$ cat src/rtl/cache_fill_fsm.sv
// Cache miss fill engine: streams one block from memory into the cache
// data array, writes the tag on the last word, and stalls the pipe meanwhile.
//   in : clk, rst_n, miss_detected, miss_address,
//        memory_data_valid, memory_data
//   out: fsm_busy, mem_en, memory_address, write_data_array,
//        fill_word, fill_data, write_tag_array, fill_base
module cache_fill_fsm #(
  parameter int BLOCK_WORDS = 8,
  parameter int ADDR_W      = 16,
  parameter int DATA_W      = 16
) (
  input  logic                           clk,
  input  logic                           rst_n,
  input  logic                           miss_detected,
  input  logic [ADDR_W-1:0]              miss_address,
  output logic                           fsm_busy,
  output logic                           mem_en,
  output logic [ADDR_W-1:0]              memory_address,
  input  logic                           memory_data_valid,
  input  logic [DATA_W-1:0]              memory_data,
  output logic                           write_data_array,
  output logic [$clog2(BLOCK_WORDS)-1:0] fill_word,
  output logic [DATA_W-1:0]              fill_data,
  output logic                           write_tag_array,
  output logic [ADDR_W-1:0]              fill_base
);

  localparam int WW = $clog2(BLOCK_WORDS);
  localparam int CW = WW + 1;
  localparam logic [ADDR_W-1:0] OFF_MASK =
    ADDR_W'(2 * BLOCK_WORDS - 1);

  typedef enum logic {
    IDLE = 1'b0,
    FILL = 1'b1
  } state_t;

  state_t            state;
  state_t            state_nxt;
  logic [CW-1:0]     issue_cnt;
  logic [WW-1:0]     recv_cnt;
  logic [ADDR_W-1:0] base_reg;
  logic              issuing;
  logic              recv;
  logic              last;
  logic [WW-1:0]     off_word;
  logic [ADDR_W-1:0] off_byte;

  // BLOCK_WORDS is a power of two, so the counter MSB marks "all issued".
  assign issuing = ~issue_cnt[CW-1];
  assign recv    = (state == FILL) && memory_data_valid;
  assign last    = (recv_cnt == {WW{1'b1}});

  // After the last request the address sticks on the final word.
  assign off_word = issuing ? issue_cnt[WW-1:0] : {WW{1'b1}};
  assign off_byte = {{(ADDR_W-WW-1){1'b0}}, off_word, 1'b0};

  always_ff @(posedge clk or negedge rst_n) begin
    if (!rst_n) begin
      state <= IDLE;
    end else begin
      state <= state_nxt;
    end
  end

  always_comb begin
    state_nxt        = state;
    fsm_busy         = 1'b0;
    mem_en           = 1'b0;
    memory_address   = '0;
    write_data_array = 1'b0;
    fill_word        = '0;
    fill_data        = '0;
    write_tag_array  = 1'b0;
    fill_base        = base_reg;
    unique case (state)
      IDLE: begin
        if (miss_detected) begin
          state_nxt = FILL;
        end
      end
      FILL: begin
        fsm_busy         = 1'b1;
        mem_en           = issuing;
        memory_address   = base_reg + off_byte;
        fill_word        = recv_cnt;
        write_data_array = memory_data_valid;
        write_tag_array  = memory_data_valid && last;
        if (memory_data_valid) begin
          fill_data = memory_data;
        end
        if (recv && last) begin
          state_nxt = IDLE;
        end
      end
      default: state_nxt = IDLE;
    endcase
  end

  always_ff @(posedge clk or negedge rst_n) begin
    if (!rst_n) begin
      issue_cnt <= '0;
      recv_cnt  <= '0;
      base_reg  <= '0;
    end else begin
      unique case (state)
        IDLE: begin
          if (miss_detected) begin
            base_reg  <= miss_address & ~OFF_MASK;
            issue_cnt <= '0;
            recv_cnt  <= '0;
          end
        end
        FILL: begin
          if (issuing) begin
            issue_cnt <= issue_cnt + 1'b1;
          end
          if (memory_data_valid) begin
            recv_cnt <= recv_cnt + 1'b1;
          end
        end
        default: ;
      endcase
    end
  end

endmodule

$ cat config.mk
export PLATFORM = sky130hd
export DESIGN_NAME = cache_fill_fsm
export DESIGN_NICKNAME = d
export VERILOG_FILES = /design/src/rtl/cache_fill_fsm.sv
export SDC_FILE = /design/constraint.sdc
export NUM_CORES = 1
export LEC_CHECK = 0
export CAP_MARGIN = 20
export CELL_PAD_IN_SITES_DETAIL_PLACEMENT = 1
export CELL_PAD_IN_SITES_GLOBAL_PLACEMENT = 2
export CORE_MARGIN = 2
export CORE_UTILIZATION = 19
export CTS_BUF_LIST = sky130_fd_sc_hd__clkbuf_8
export DETAILED_ROUTE_END_ITERATION = 7
export PLACE_DENSITY = 0.85
export SYNTH_ARGS = -nofsm -noshare
export SYNTH_HDL_FRONTEND = slang
export SYNTH_SLANG_ARGS = --single-unit
$ cat constraint.sdc
create_clock -name clk -period 1.9 [get_ports clk]
set_clock_uncertainty 0.2 [all_clocks]
set_input_delay 0.19 -clock clk [delete_from_list [all_inputs] [get_ports clk]]
set_output_delay 0.19 -clock clk [all_outputs]
set_load 0.02 [all_outputs]
Word level (Yosys, flattened, before mapping)
Cells that the tools add are included.
Operators by class
  equality and inequality tests: 4
  $add $sub $neg: 3
  muxes and demuxes: 18
  bitwise logic cells: 2
  reduce and logical (&&, ||, !) cells: 6
Operators by type and width (number)
  2-to-1 mux 16 bit: 3
  adder 16 x 4 -> 16 bit: 1
  2-to-1 mux 3 bit: 4
  2-to-1 mux 4 bit: 2
  case mux 4 bit (2 select lines): 1
  2-to-1 mux 1 bit: 6
  != test 2 bit, second input constant: 3
  case mux 3 bit (2 select lines): 1
  AND reduction 2 bit: 3
  adder 4 x 1 -> 4 bit, second input constant: 1
  adder 3 x 1 -> 3 bit, second input constant: 1
  == test 3 bit, second input constant: 1
  logical AND 1 bit: 3
  inverter 1 bit: 2
  case mux 1 bit (2 select lines): 1
Storage, ports and cells
  logic and storage cells: 38
  output and inout bits: 55
  register bits: 20

Logic depth before layout (Yosys ltp)
  depth in word-level cells: 4
  mapped depth: 4
  depth with buffers taken out: 4

Worst setup path before layout
No wires, ideal clock.
  kind: register -> output
  from: register state
  to: output port mem_en
  arrival: 1166 ps
  stages on the path, launching flop included: 4
  setup slack: 344 ps
  data required time: 1510 ps
  path through: dfrtp_1 -> buf_2 -> inv_2 -> nor2_1
Between the ends
  cells in the longest elaborated chain, start to end: 1
RTL lines
  start, declared: RTL line 38  | state_t state;
  start signal, assigned: RTL line 62  | state <= state_nxt;
  2-to-1 mux 1 bit: RTL line 76  | unique case (state)
  end, declared: RTL line 17  | output logic mem_en,
Every way passes these cells.

Worst setup path in the final report
Same ends and word-level chain as after synthesis.

==> run metrics <==
nets between 200 and 250; top post-synthesis cells by count 20 x dfrtp_1, 17 x and3_1, 16 x and2_1, 10 x mux2_4, 9 x nor2_1; instance count of the mapped netlist 115; initial standard-cell utilization of the core 19.4%; RD Place Congestion 0.688; setup repair after global routing missed its margin false; number of cell instances on the worst register-to-register path 4; wire length of the first global-routing pass 5.82 mm; sum of negative setup slack 0 ns; Iteration-0 DRC Markers 51; library cell used as clock root buffer clkbuf_8; power after layout between 3 and 4 mW; cell types with the largest area share after synthesis dfrtp_1 41%, mux2_4 12%, and3_1 8.7%; overall die width 84.1 um; Avg Cell Area, Syn 10.6 um^2; clock input transition at the sequential cells of the worst setup and hold paths 0.08 ns; outcome completed; pin count of the biggest net entering global routing 43; primary flip-flop cell chosen by synthesis mapping dfrtp_1; number of gates resized after CTS 40; Post-synth EDFFs 0; maxcap violations 0; yosys synthesis warning count 0; cell total after placement 275; total congestion overflow after global routing 0; PortBufs 81; number of global-route vias before repair 1209; number of detailed-route iterations in the first pass 4; combined area of the multi-input logic cells 643 um^2; largest area contributor in the netlist dfrtp_1; max incr delay on CP 0.40 ns; number of hold buffers added after cts 0; CTS tree built; CP max stage cell dfrtp_1; Max Fclk 558 MHz; endpoint class of the critical path output pin; Clock Latency Late Sink 0.25 ns; Cell Area, Synth 1220 um^2; fraction of final layout cells sized beyond drive strength 1 15.3%; CP Class reg -> out; routed length per placed instance approximately 13 um; Worst Path Arrival 1.40 ns; ratio of final minimum period to clock period 94.3%; total global routing track utilization 9.92%; post-synthesis async set-or-reset flop share 100%; boundary pin count between 90 and 100; number of distinct library cells after synthesis 26; Hold Path Class in -> async; leakage power 1.06 nW; Die Footprint 7080 um^2; sequence of cells on the critical path buf_12 -> inv_2 -> nor2_1 -> clkdlybuf4s15_1; Area growth, synth to finish 78.9%; detailed-placement wirelength estimate 2.75 mm; sequential share of the synthesized area 41.0%; fraction of post-synthesis cell area in the top cell type by area 41.0%; antenna violations before repair 0; kind of cell adding the most delay to the critical path buffers and inverters; count of final setup violators 0; combined flip-flop and latch cell area 500 um^2; number of setup buffers added after CTS 0; Crit Reg-Reg Endpoint fill_base[14]; Die Span Y 84.1 um; Vias 1166; Fill cells 727; min cycle time layout 1.79 ns; maximum buffer depth of the clock tree 2; Reg2Reg Launch Point state; number of non-filler instances in the completed layout 279; Residual DRC 0; cell with the most instances after synthesis dfrtp_1; number of buffers and inverters on the critical path 3; endpoints failing hold 0; critical path peak fanout 42; number of CTS-inserted buffers 3; FF+latch count, synth 20; worst ir drop on vdd 0.582 mV; R2R Setup Slk 0.36 ns; final core utilization between 30% and 40%; number of rows in the core area 29; Min Hold Slack ~0.067 ns; number of inserted diodes 0; clock tree sinks 20; Placeable Area 6280 um^2; deepest level of the CTS H-tree 1; count of antenna-violating nets left after detailed routing 0; Power Density ~1500 nW/um^2; required time at the worst-slack endpoint 1.51 ns; mean number of vias per cell between 4 and 5; number of pins exceeding their max-slew limit in the final report 0; total routed wirelength 3.51 mm; category of the worst setup path launch point register
## per-layer routing
metal  vias up  track usage [%]  part of all wire, %
met5         -                0                    0
met4         0             3.08                 0.80
met3         2             1.47                  6.7
met2        46             17.5                   51
met1       562             12.5                   42
li1        556                -                    -
## flip-flops by register name, indices dropped and copies added, names as in the netlist
name       flops
fill_base     12
issue_cnt      4
recv_cnt       3
state          1
## power by group
part / total, mW / leakage, nW / internal [mW] / switching, mW
logic: 2.11 / 0.788 / 1.06 / 1.05
clock network: 0.417 / 0.0357 / 0.281 / 0.136
registers: 0.825 / 0.238 / 0.638 / 0.187
## worst reg2reg max path: stages, from the launching register on
cell	delay, ns
dfrtp_1	0.42
buf_12	0.18
nor2b_4	0.14
buf_12	0.16
mux2_2	0.34
## cells by family after synthesis
logic type	share of synthesized area, %
AND/OR/NAND/NOR	25.6
AO/OA/AOI/OAI	4.41
flip-flops	41.0
XOR/XNOR	1.44
adder cells (fa/ha/maj)	3.08
multiplexers	16.6
buffers and inverters	7.49
other	0.307
## layout by cell type, fill, tap and decap left out, drive strengths merged
cell and instances:
ha 3, dfrtp 20, clkbuf 4, buf 12
nor2b 2, inv 1, a31oi 1, nand2 1
mux2 12, nor2 9, xnor2 1, mux2i 3
o2bb2ai 1, dlygate4sd2 33, o221ai 1, a21oi 1
and3 17, clkdlybuf4s15 3, o22ai 4, xor2 1
bufinv 1, nand2b 6, clkdlybuf4s50 43, nand4bb 1
and2 16, conb 5
## how the worst max path moves through the flow
stage	start	end	slack [ns]	cells past startpoint
finish	state	mem_en	0.11	4
global route	state	memory_address[3]	0.008	4
CTS	state	memory_address[1]	0.03	4
detailed placement	memory_data_valid	fill_data[10]	-0.14	4
global placement	memory_data_valid	fill_data[12]	-0.12	4
floorplan	state	mem_en	0.34	3
## layout make-up
class                   count  share of cell area (%)
inverters                   1                   0.172
well taps                  77                    4.42
flip-flops and latches     20                    22.9
clock buffers               3                    1.89
multi-input cells          85                    29.5
repair buffers             92                    39.7
clock inverters             1                    1.38
## per-stage QoR
step	instance area, um^2	setup WS, ns
finish	2180	0.108
global route	2180	0.00826
CTS	2190	0.0321
detailed placement	2160	-0.138
global placement	2160	-0.115
floorplan	1230	0.344
(Power assumes the default switching activity.)
==> RTL change 1 (config.mk and constraints unchanged) <==
Register the inputs `miss_detected`, `miss_address`, `memory_data_valid` and `memory_data` before use, with the module's reset. The logic sees them one clock later.
--- a/src/rtl/cache_fill_fsm.sv
+++ b/src/rtl/cache_fill_fsm.sv
@@ -36,4 +36,23 @@
   } state_t;
 
+  logic miss_detected_q;
+  logic [ADDR_W-1:0] miss_address_q;
+  logic memory_data_valid_q;
+  logic [DATA_W-1:0] memory_data_q;
+
+  always_ff @(posedge clk or negedge rst_n) begin
+    if (!rst_n) begin
+      miss_detected_q     <= '0;
+      miss_address_q      <= '0;
+      memory_data_valid_q <= '0;
+      memory_data_q       <= '0;
+    end else begin
+      miss_detected_q     <= miss_detected;
+      miss_address_q      <= miss_address;
+      memory_data_valid_q <= memory_data_valid;
+      memory_data_q       <= memory_data;
+    end
+  end
+
   state_t            state;
   state_t            state_nxt;
@@ -49,5 +68,5 @@
   // BLOCK_WORDS is a power of two, so the counter MSB marks "all issued".
   assign issuing = ~issue_cnt[CW-1];
-  assign recv    = (state == FILL) && memory_data_valid;
+  assign recv    = (state == FILL) && memory_data_valid_q;
   assign last    = (recv_cnt == {WW{1'b1}});
 
@@ -76,5 +95,5 @@
     unique case (state)
       IDLE: begin
-        if (miss_detected) begin
+        if (miss_detected_q) begin
           state_nxt = FILL;
         end
@@ -85,8 +104,8 @@
         memory_address   = base_reg + off_byte;
         fill_word        = recv_cnt;
-        write_data_array = memory_data_valid;
-        write_tag_array  = memory_data_valid && last;
-        if (memory_data_valid) begin
-          fill_data = memory_data;
+        write_data_array = memory_data_valid_q;
+        write_tag_array  = memory_data_valid_q && last;
+        if (memory_data_valid_q) begin
+          fill_data = memory_data_q;
         end
         if (recv && last) begin
@@ -106,6 +125,6 @@
       unique case (state)
         IDLE: begin
-          if (miss_detected) begin
-            base_reg  <= miss_address & ~OFF_MASK;
+          if (miss_detected_q) begin
+            base_reg  <= miss_address_q & ~OFF_MASK;
             issue_cnt <= '0;
             recv_cnt  <= '0;
@@ -116,5 +135,5 @@
             issue_cnt <= issue_cnt + 1'b1;
           end
-          if (memory_data_valid) begin
+          if (memory_data_valid_q) begin
             recv_cnt <= recv_cnt + 1'b1;
           end
Function: changed (a bounded check fails within 4 cycles, from zero or initial values and one cycle with rst_n low).
==> RTL change 1 against the unedited design <==
- combinational power increased by 5%
- sequential share of layout area rose by 18 points
- clock power increased by 50%
- wire length rose by 31%
- worst setup slack got worse by 0.010 ns
- core utilization is 4.8 points lower
- synthesized area increased by 63%
- sequential cell count up 30
- largest power group unchanged
- total power up 30%
- die area rose by 59%
- design area grew 40%
==> RTL change 1: results (changes against the unedited design) <==
Placed design
  – Dpl hpwl: 3.44 mm (was 2.75 mm)
  – Post-place setup slack: 0.0343 ns (was -0.138 ns)

Setup path
  – Worst path slowest cell: dfrtp_2 (was dfrtp_1)
  – CP max stage delay: 0.42 ns (was 0.40 ns)
  – Reg2Reg Setup Slack: 0.25 ns (was 0.36 ns)
  – R2r startpoint: recv_cnt[0]$_DFFE_PN0P_ (was state$_DFF_PN0_)

Timing
  – Worst Slack Setup Final: 0.0973 ns (was 0.108 ns)
  – WHS: 0.125 ns (was 0.0667 ns)

Synthesis
  – Seq/Total Area, Yosys: 0.630 (was 0.410)
  – Distinct cell type count after synthesis: 28 (was 26)
  – Top cells by area, synth: dfrtp_1 63%, mux2_4 6.8%, and3_1 5.4%, and2_1 5.0%, buf_4 2.3% (was dfrtp_1 41%, mux2_4 12%, and3_1 8.7%, and2_1 8.2%, buf_4 3.1%)
  – Complex-gate fraction of the synthesized area: 0.0315 (was 0.0441)
  – Adder-Cell Fraction of Synth Area: 0.0189 (was 0.0308)
  – Post-Synth XOR/XNOR Area: 0.00882 (was 0.0144)

Power
  – Comb pwr share: 0.508 (was 0.630)
  – Peak supply drop: 578 uV (was 582 uV)
  – Sequential power: 0.00152 W (was 0.000825 W)
  – Clock share of power: 0.143 (was 0.124)
  – Pleak: 1.46 nW (was 1.06 nW)

Die
  – Tap Count: 136 (was 77)

Cells and area
  – Signal buffers share of area: 0.293 (was 0.397)
  – Max reg flops: 16 (was 12)
  – Bufs w/o clock: 95 (was 92)
  – Design area: 3070 sq um (was 2180 sq um)
  – Layout Nets: 272 (was 242)
  – Clock network share of area: 0.0298 (was 0.0327)

Global routing
  – Number of global-route vias before repair: 1,574 (was 1,209)
  – First-pass GRT wire length: 7.70 mm (was 5.82 mm)
  – Met1 Use GR: 0.0982 (was 0.125)
  – Pin count of the biggest net entering global routing: 51 (was 43)
  – GRT Total Usage: 0.0842 (was 0.0992)
  – GRT met3 Usage: 0.0258 (was 0.0147)

Worst hold path
  – Worst hold path type: primary input to register (was primary input to asynchronous set/reset pin)

Clocking
  – Clock latency on the worst-skew pair: 0.29 ns (was 0.25 ns)
  – Clock H-tree levels: 2 (was 1)

Drt
  – DR iter-0 viols: 42 (was 51)

Outcome
  – Status: finished, final reports clean (unchanged)
RTL change 1: how the worst max path moves through the flow:
| stage | start | to |
|---|---|---|
| floorplan | state$_DFF_PN0_ | mem_en |
| global placement | recv_cnt[0]$_DFFE_PN0P_ | write_tag_array |
| detailed placement | recv_cnt[0]$_DFFE_PN0P_ | write_tag_array |
| CTS | state$_DFF_PN0_ | fill_data[11] |
| global route | state$_DFF_PN0_ | fill_word[2] |
| finish | state$_DFF_PN0_ | fill_data[11] |
RTL change 1: routing by layer:
layer | part of all wire | vias to the layer above | wire length (um)
met2 | 0.51 | 47 | 2340
met1 | 0.42 | 692 | 1920
met3 | 0.071 | 2 | 329
met5 | 0 | - | 0
li1 | - | 645 | -
met4 | 0.0030 | 0 | 14
RTL change 1: critical path, delay by kind of cell (launching register included):
| kind | cells | cell delay [ns] |
|---|---|---|
| buffers and inverters | 2 | 0.54 |
| flip-flops | 1 | 0.42 |
| AND/OR/NAND/NOR | 1 | 0.16 |
==> RTL change 2 (same flow settings) <==
Made on the original files. The parameter `ADDR_W` goes from 16 to 17.
--- a/src/rtl/cache_fill_fsm.sv
+++ b/src/rtl/cache_fill_fsm.sv
@@ -7,5 +7,5 @@
 module cache_fill_fsm #(
   parameter int BLOCK_WORDS = 8,
-  parameter int ADDR_W      = 16,
+  parameter int ADDR_W      = 17,
   parameter int DATA_W      = 16
 ) (
Interface: changed (resized fill_base, memory_address and miss_address); port bits go from 91 to 94. No check against the original RTL was run, so the function may have changed too.
==> RTL change 2 against the unedited design <==
- total power increased by 0.75%
- maximum frequency decreased by 2.5%
- worst hold slack got worse by 0.0026 ns
- die area increased by 3.2%
- worst setup slack got worse by 0.046 ns
- design area increased by 2.4%
- wire length increased by 9.4%
- sequential cell count increased by 1
- first-iteration DRC count decreased by 29%
- synthesized area increased by 3.4%
- global-route usage increased by 0.34 points
- critical path type unchanged
- highest routed layer unchanged
==> RTL change 2: results (changes against the unedited design) <==
Setup path
  – CP Capture Point: fsm_busy (was mem_en)
  – Reg-to-reg endpoint: fill_base[16]$_DFFE_PN0P_ (was fill_base[14]$_DFFE_PN0P_)
  – CP Max Fanout: 19 (was 42)
  – Reg2Reg Depth: 4 (unchanged)
  – Reg2Reg Setup Slack: 0.36 ns (about the same)
  – Critical path arrival: 1.45 ns (was 1.40 ns)

Global routing
  – Pin count of the biggest net entering global routing: 27 (was 43)
  – GRT Total Usage: 0.103 (was 0.0992)
  – Number of global-route vias before repair: 1,197 (was 1,209)
  – First-pass GRT wire length: 6.06 mm (was 5.82 mm)

Synthesis
  – Seq/Total Area, Yosys: 0.417 (was 0.410)
  – Warnings from Yosys: 0 (unchanged)
  – Distinct cell type count after synthesis: 27 (was 26)
  – Top_reg_cell synth: dfrtp_1 (unchanged)
  – Top cells by area, synth: dfrtp_1 42%, mux2_4 12%, and2_1 8.4%, and3_1 8.4%, buf_4 3.0% (was dfrtp_1 41%, mux2_4 12%, and3_1 8.7%, and2_1 8.2%, buf_4 3.1%)
  – Synth cell count leaders: 21 x dfrtp_1, 17 x and2_1, 17 x and3_1 (was 20 x dfrtp_1, 17 x and3_1, 16 x and2_1)

Outcome
  – Status: finished, final reports clean (unchanged)

Cells and area
  – Layout Nets: 249 (was 242)
  – Fill cell count: 733 (was 727)
  – ANT cells: 0 (unchanged)
  – Post-layout util: 0.350 (was 0.348)
  – Max reg flops: 13 (was 12)
  – Fraction of layout cells with a size suffix above 1: 0.149 (was 0.153)

Placed design
  – PortBufs: 84 (was 81)
  – Post-place setup slack: -0.112 ns (was -0.138 ns)
  – Dpl hpwl: 2.97 mm (was 2.75 mm)
  – Dpl cell area: 2230 sq um (was 2160 sq um)
  – Gpl congestion: 0.658 (was 0.688)

Drt
  – Pre-antenna DRT Iters: 3 (was 4)
  – DR iter-0 viols: 36 (was 51)
  – Via-per-instance ratio: 4.18 (about the same)
  – WL/cell: 13.5 um (was 12.6 um)

Power
  – Peak supply drop: 542 uV (was 582 uV)
  – Pleak: 1.09 nW (was 1.06 nW)

Timing
  – Share of the clock period used by the worst path: 0.967 (was 0.943)

Clocking
  – Clock latency on the worst-skew pair: 0.26 ns
  – Clock H-tree levels: 1 (unchanged)
  – Max Buffers Root-to-Sink: 2 (unchanged)

Worst hold path
  – Worst hold path type: primary input to asynchronous set/reset pin (unchanged)
## RTL change 2: logic make-up after synthesis
| group | Yosys count | synth area share |
|---|---|---|
| buffers and inverters | 14 | 0.0714 |
| AO/OA/AOI/OAI | 8 | 0.0427 |
| adder cells (fa/ha/maj) | 3 | 0.0298 |
| flip-flops | 21 | 0.417 |
| AND/OR/NAND/NOR | 53 | 0.253 |
| XOR/XNOR | 2 | 0.0139 |
| other | 1 | 0.00297 |
| multiplexers | 16 | 0.170 |
## RTL change 2: where the power goes
part	switching, W	leakage [nW]	internal, W	total (W)
clock network	0.000156	0.0255	0.000146	0.000302
registers	0.000205	0.250	0.000669	0.000874
logic	0.00110	0.811	0.00111	0.00220
total	0.00146	1.09	0.00192	0.00338
## RTL change 2: critical path, cell delays in order, from the launching register on
cell	delay, ns
dfrtp_1	0.42
buf_12	0.17
clkdlybuf4s50_1	0.60
## RTL change 2: per-layer routing
metal  vias up  track usage  share of wire  wire length [um]
met3         2       0.0175          0.074               283
met4         0       0.0303         0.0075                29
met2        49        0.182           0.48              1860
li1        569            -              -                 -
met1       571        0.127           0.43              1670
met5         -            0              0                 0
## RTL change 2: layout make-up
type                            count  share of cell area
Timing Repair Buffer               95               0.403
Clock inverter                      1             0.00224
Inverter                            1             0.00168
Clock buffer                        3              0.0185
Tap cell                           77              0.0431
Sequential cell                    21               0.235
Multi-Input combinational cell     87               0.296
## RTL change 2: repair_timing
action | CTS | global route
endpoints found under the hold margin | 0 | 0
gates cloned | 0 | 0
gates resized for setup | 41 | 1
setup endpoints to repair | 38 | 1
## RTL change 2: through the flow
stage	hold slack, ns	cells	setup TNS, ns
after floorplan	-0.306	122	0
after global placement	0.312	281	-1.06
after detailed placement	0.320	281	-1.26
after CTS	0.0782	285	0
after global routing	0.0762	285	0
final	0.0641	285	0
